==> src/rtl/rr_encoder4x2.sv <==
`default_nettype none
// ============================================================================
//  Module   : rr_encoder4x2
//  Purpose  : Sticky 4-to-2 request encoder with round-robin or fixed-priority
//             arbitration and a valid/ready grant handoff.
//  Revision : 1.0 - initial release
// ============================================================================
module rr_encoder4x2 #(
    parameter int ROUND_ROBIN = 1
) (
    input  logic       clk,
    input  logic       rst,
    input  logic [3:0] req,
    output logic [1:0] code,
    output logic       valid,
    input  logic       ready,
    output logic       multi,
    output logic [3:0] pending
);

    localparam logic c_IDLE = 1'b0;
    localparam logic c_HOLD = 1'b1;

    logic       r_state;
    logic [3:0] r_pending;
    logic [1:0] r_code;
    logic       r_valid;
    logic       r_multi;

    logic [3:0] w_cand;
    logic [1:0] w_sel;
    logic       w_load;
    logic       w_multi;
    logic [3:0] w_grant_mask;

    assign w_cand       = r_pending | req;
    assign w_load       = (w_cand != 4'd0) && ((r_state == c_IDLE) || ready);
    assign w_multi      = |(w_cand & (w_cand - 4'd1));
    assign w_grant_mask = 4'b0001 << w_sel;

    generate
        if (ROUND_ROBIN != 0) begin : g_rr
            logic [1:0] r_ptr;
            logic [7:0] w_dbl;
            logic [3:0] w_rot;
            logic [1:0] w_off;

            // Rotate the candidates so bit 0 is the pointer position, then take the first set bit.
            always_comb begin
                w_dbl = {w_cand, w_cand};
                w_rot = w_dbl[r_ptr +: 4];
                if (w_rot[0])      w_off = 2'd0;
                else if (w_rot[1]) w_off = 2'd1;
                else if (w_rot[2]) w_off = 2'd2;
                else               w_off = 2'd3;
                w_sel = r_ptr + w_off;
            end

            always_ff @(posedge clk) begin
                if (rst) begin
                    r_ptr <= 2'd0;
                end else if (w_load) begin
                    r_ptr <= w_sel + 2'd1;
                end
            end
        end else begin : g_fp
            always_comb begin
                if (w_cand[3])      w_sel = 2'd3;
                else if (w_cand[2]) w_sel = 2'd2;
                else if (w_cand[1]) w_sel = 2'd1;
                else                w_sel = 2'd0;
            end
        end
    endgenerate

    always_ff @(posedge clk) begin
        if (rst) begin
            r_state   <= c_IDLE;
            r_pending <= 4'd0;
            r_code    <= 2'd0;
            r_valid   <= 1'b0;
            r_multi   <= 1'b0;
        end else if (w_load) begin
            r_code    <= w_sel;
            r_valid   <= 1'b1;
            r_multi   <= w_multi;
            r_pending <= w_cand & ~w_grant_mask;
            r_state   <= c_HOLD;
        end else if (r_state == c_IDLE) begin
            r_pending <= 4'd0;
        end else if (ready) begin
            // Grant consumed with nothing left: code and multi keep their last values.
            r_valid   <= 1'b0;
            r_pending <= 4'd0;
            r_state   <= c_IDLE;
        end else begin
            r_pending <= w_cand;
        end
    end

    assign code    = r_code;
    assign valid   = r_valid;
    assign multi   = r_multi;
    assign pending = r_pending;

endmodule
`default_nettype wire
==> config.mk <==
export PLATFORM = sky130hd
export DESIGN_NAME = rr_encoder4x2
export DESIGN_NICKNAME = d
export VERILOG_FILES = /design/src/rtl/rr_encoder4x2.sv
export SDC_FILE = /design/constraint.sdc
export NUM_CORES = 1
export LEC_CHECK = 0
export CAP_MARGIN = 0
export CORE_MARGIN = 2
export CORE_UTILIZATION = 47
export CTS_CLUSTER_DIAMETER = 120
export CTS_CLUSTER_SIZE = 40
export DETAILED_ROUTE_END_ITERATION = 6
export PLACE_DENSITY_LB_ADDON = 0.25
export RECOVER_POWER = 50
export SETUP_SLACK_MARGIN = 0.15
export SLEW_MARGIN = 20
export SYNTH_ARGS = -nofsm -noshare
export SYNTH_HDL_FRONTEND = slang
export SYNTH_SLANG_ARGS = --single-unit
==> constraint.sdc <==
create_clock -name clk -period 3.4 [get_ports clk]
set_input_delay 0.68 -clock clk [delete_from_list [all_inputs] [get_ports clk]]
set_output_delay 0.68 -clock clk [all_outputs]
set_load 0.05 [all_outputs]
Word level (Yosys, flattened, before mapping)
Index checks and enable logic that the tools add are counted.
{ "op_classes": {"add_sub_neg": 3, "shifts": 2, "mux": 12, "n_bitwise": 5, "reduce_logical": 7} }
{ "ops": {"columns": ["cell", "count"], "rows": [
  ["$mux 4", 3],
  ["$and 4x4->4", 2],
  ["$shiftx 8x3->3", 1],
  ["$mux 1", 7],
  ["$mux 2", 2],
  ["$not 4->4", 1],
  ["$or 4x4->4", 1],
  ["$reduce_bool 2->1", 2],
  ["$reduce_bool 4->1", 1],
  ["$reduce_or 4->1", 1],
  ["$shl 1x2->4 const A", 1],
  ["$sub 4x1->4 const B", 1],
  ["$add 2x1->2 const B", 1],
  ["$add 2x2->2", 1],
  ["$reduce_and 2->1", 1],
  ["$logic_and 1x1->1", 1],
  ["$logic_or 1x1->1", 1],
  ["$not 1->1", 1]
]} }
{ "totals": {"register_bits": 11, "input_bits": 7, "output_inout_bits": 8, "elab_cells": 35} }

Depth between registers and ports, before layout
{ "logic_depth": {"word_depth": 10, "depth_mapped": 8, "mapped_depth_nobuf": 8} }

Worst setup path after synthesis
OpenSTA, ideal clock, no wires.
{ "synth_path": {"path_kind": "input to register", "start": "input req[1]", "end": "register g_rr.r_ptr[1]", "setup_ns": 0.137, "t_arrival_ns": 2.510, "required_time_ns": 3.263, "setup_slack_ns": 0.753, "cell_stages": 8, "n_path_buf": 0, "cell_sequence": "nor2_1 nor2_1 o21ai_0 o221ai_1 ha_1 or4_4 a221oi_1 a211oi_1"} }
{ "synth_between": {"elab_chain_cells": 7, "elab_cells_between_ends": 9, "classes_between": "add/sub (2); shift (1); mux (3); bitwise (1); reduce/logical (2)"} }
{ "synth_rtl": {"columns": ["item", "line", "source"], "rows": [
  ["from (decl)", "13", "input logic [3:0] req,"],
  ["$or 4x4->4 *", "36", "assign w_cand = r_pending | req;"],
  ["$shiftx 8x3->3", "51", "w_rot = w_dbl[r_ptr +: 4];"],
  ["$mux 1", "54", "else if (w_rot[2]) w_off = 2'd2;"],
  ["$mux 2", "53", "else if (w_rot[1]) w_off = 2'd1;"],
  ["$mux 2", "52", "if (w_rot[0]) w_off = 2'd0;"],
  ["$add 2x2->2", "56", "w_sel = r_ptr + w_off;"],
  ["$add 2x1->2", "63", "r_ptr <= w_sel + 2'd1;"],
  ["to (signal assigned)", "63", null],
  ["to (decl)", "43", "logic [1:0] r_ptr;"]
]} }
Every way passes the cells marked *; elsewhere a longest branch is shown, timed or not.
A chain may end at the register's enable or synchronous reset.

Worst setup path in the final report
{ "layout_path": {"start": "input req[3]", "end": "register g_rr.r_ptr[1]"} }
The elaborated chain is that of the path after synthesis.

==> flow_metrics.tcl <==
set metrics [dict create \
    run_status "finished clean" \
    endpoint_kind "flop" \
    yosys.area.top_type "dfxtp_1" \
    row_count 13 \
    cts_sinks 11 \
    period_minus_slack_ps 2963 \
    insertion_delay_ps 280 \
    start_util 0.4956 \
    ctsResizeCount 0 \
    via_count 638 \
    synth_top_area_frac 0.3458 \
    portBuffers 14 \
    synth_cell_type_count 34 \
    ys.warnings.count 0 \
    wl_met1_um 656 \
    syn-cell-area_um2 636.9 \
    crit_path_start_kind "input pin" \
    setup_tns_ps 0 \
    final_max_slew_viol_count 0 \
    seqPwrFrac 0.305 \
    p_switching_w 0.0003159 \
    powerDensity_mw_per_mm2 840.1 \
    cts_setup_buffers 0 \
    hp-class "reg2reg" \
    crit_arrival_ps 3100 \
    detailed_place_hpwl_um 1112 \
    critical_path_class "in2reg" \
    slew_headroom 0.4613 \
    cts_tree "built" \
    drt-total-wl_um 1520 \
    antenna_left 0 \
    root_buffer "clkbuf_4" \
    worst_path_largest_cell_delay_ps 600 \
    synth_seq_cells 11 \
    place.gp.congestion 0.8026 \
    multi_input_area_um2 380.4 \
    critPathMaxFanout 4 \
    routed-wl-met2_um 730 \
    fmax_ghz 0.3375 \
    grt_use_total 0.2282 \
    coreArea_mm2 0.001285 \
    grt_pass1_wl_um 2490 \
    seq_area_um2 220.2 \
    viasPerCell 6.255 \
    numCtsBuffers 3 \
    fin_util 0.6203 \
    synth.avg_cell_area_um2 9.098 \
    drtIter0Drc 10 \
    cp_slowest_cell "dlygate4sd3_1" \
    power_frac_clock 0.138 \
    drc 0 \
    finalCritPeriodShare 0.8714 \
    syn_to_final_growth_pct 25.15 \
    dr.max_layer_used "met4" \
    pre_cts_slack_ps 240.5 \
    die_h_um 40.81 \
    nets 97 \
    ios 15 \
    synth_cells 70 \
    ctsHoldBuffers 0 \
    syn_nets 79 \
    met3_length_um 95 \
    clkTransAtPathRegs_ps 70 \
    layout-drive-gt1-share 0.1264 \
    hold_slack_ps 470.4 \
    p_sw_frac 0.4719 \
    drv_cap 0 \
    detail_route.wl_per_cell_um 14.90 \
    fin_skew_ps 7.283 \
    nFillCells 116 \
    crit_chain "dlygate4sd3_1, nor2_2, nor4_1, a21oi_1, o221ai_1, ha_1, or4_4, a221oi_1, a211oi_1" \
    p_comb_frac 0.556 \
    worstPathRequired_ps 3540 \
    clock_path_buffers 2 \
    rsz0062_at_grt "false" \
    overflow 0 \
    synth_area_leaders "dfxtp_1, nor2_1, mux2i_1, a211oi_1, a21oi_1" \
    tightest_slew_ps 804.3 \
    p_int_w 0.0003536 \
    die-area_mm2 0.001665 \
    hold_viol 0 \
    vdd_drop_max_mv 0.3924 \
    antenna_found_initial 0 \
    cts_htree_levels 1 \
    fp.dieW_um 40.81 \
    seq_area_frac_synth 0.3458 \
    drt-pass1-iter-count 4 \
    setup_ws_ps 437.3 \
    leakagePower_nw 0.3112 \
    grt_max_degree 12 \
    setup_viol 0 \
    grt_pass1_vias 602 \
    diodes 0 \
]
-- final timing paths --
kind	startpoint	end	slack, ps	cells past startpoint
max	req[3]	g_rr.r_ptr[1]$_SDFFE_PP0P_	440	9
min	code[1]$_SDFFE_PP0P_	code[1]$_SDFFE_PP0P_	470	2
max reg2reg	pending[0]$_SDFF_PP0_	g_rr.r_ptr[1]$_SDFFE_PP0P_	1060	8
min reg2reg	code[1]$_SDFFE_PP0P_	code[1]$_SDFFE_PP0P_	470	2
-- state kept, by name (all words and copies together), names as in the netlist --
name / count
multi: 1
pending: 4
code: 2
r_state: 1
g_rr.r_ptr: 2
valid: 1
-- per-stage QoR --
stage               total power [W]  instance area (µm²)  instances
detailed placement        0.0005907                792.0         98
floorplan                 0.0004868                636.9         70
finish                    0.0006695                797.0        102
CTS                       0.0006857                818.3        102
global placement          0.0005840                792.0         98
global route              0.0007117                797.0        102
-- critical path, delay by kind of cell --
family                   cells  cell delay, ps
AND/OR/NAND/NOR              3             870
buffers and inverters        1             600
adder cells (fa/ha/maj)      1             240
AO/OA/AOI/OAI                4             720
-- logic make-up (layout without fill, tap and decap cells) --
family | Yosys count | after routing | synth area share
buf+inv | 3 | 20 | 0.02357
xor+xnor | 1 | 1 | 0.01375
compound gates | 22 | 22 | 0.2633
simple gates | 28 | 28 | 0.2672
mux | 3 | 3 | 0.04715
fa+ha+maj | 2 | 2 | 0.03929
flops | 11 | 11 | 0.3458
-- routing by layer --
layer / global-route usage / up-vias
li1: - / 307
met1: 0.2724 / 298
met2: 0.3555 / 28
met3: 0.06522 / 5
met4: 0.1417 / 0
met5: 0 / -
-- final cells by class --
cell class	instances	area share
tap	15	0.02355
timing repair buffer	15	0.1852
multi-input combinational	56	0.4772
inverter	1	0.004710
sequential	11	0.2763
clock buffer	4	0.03297
-- power groups by stage --
| stage | clock network (W) | registers (W) | logic (W) |
|---|---|---|---|
| 2_1_floorplan | 0 | 0.000286 | 0.000201 |
| 3_3_place_gp | 0 | 0.000209 | 0.000375 |
| 3_5_place_dp | 0 | 0.000212 | 0.000379 |
| 4_1_cts | 0.0000933 | 0.000209 | 0.000384 |
| 5_1_grt | 0.0000991 | 0.000211 | 0.000402 |
| 6_report | 0.0000927 | 0.000205 | 0.000372 |
-- cell usage after synthesis, drive strengths merged --
cell     instances
o31ai            1
mux2i            3
a41oi            1
a311oi           2
dfxtp           11
nand3            2
a31oi            1
and2             1
nor2b            1
a21oi            5
or4              1
o221ai           1
o22ai            1
clkbuf           1
ha               2
xor2             1
o21ai            3
nor2            11
o2bb2ai          1
inv              1
and4             1
a211oi           5
or2b             1
a221oi           1
buf              1
nor3             1
nor4             3
nand2            4
nand2b           2
-- cells in the final DEF, fill, tap and decap left out, types with 3 or more instances in the layout --
cell              n
a211oi_1          4
nand2_1           4
clkdlybuf4s50_1   7
dlygate4sd3_1     7
nor4_1            3
o21ai_0           3
clkbuf_4          3
a21oi_1           5
mux2i_1           3
dfxtp_1          11
nor2_1            9
No activity file was read; power rests on OpenSTA's default activity.
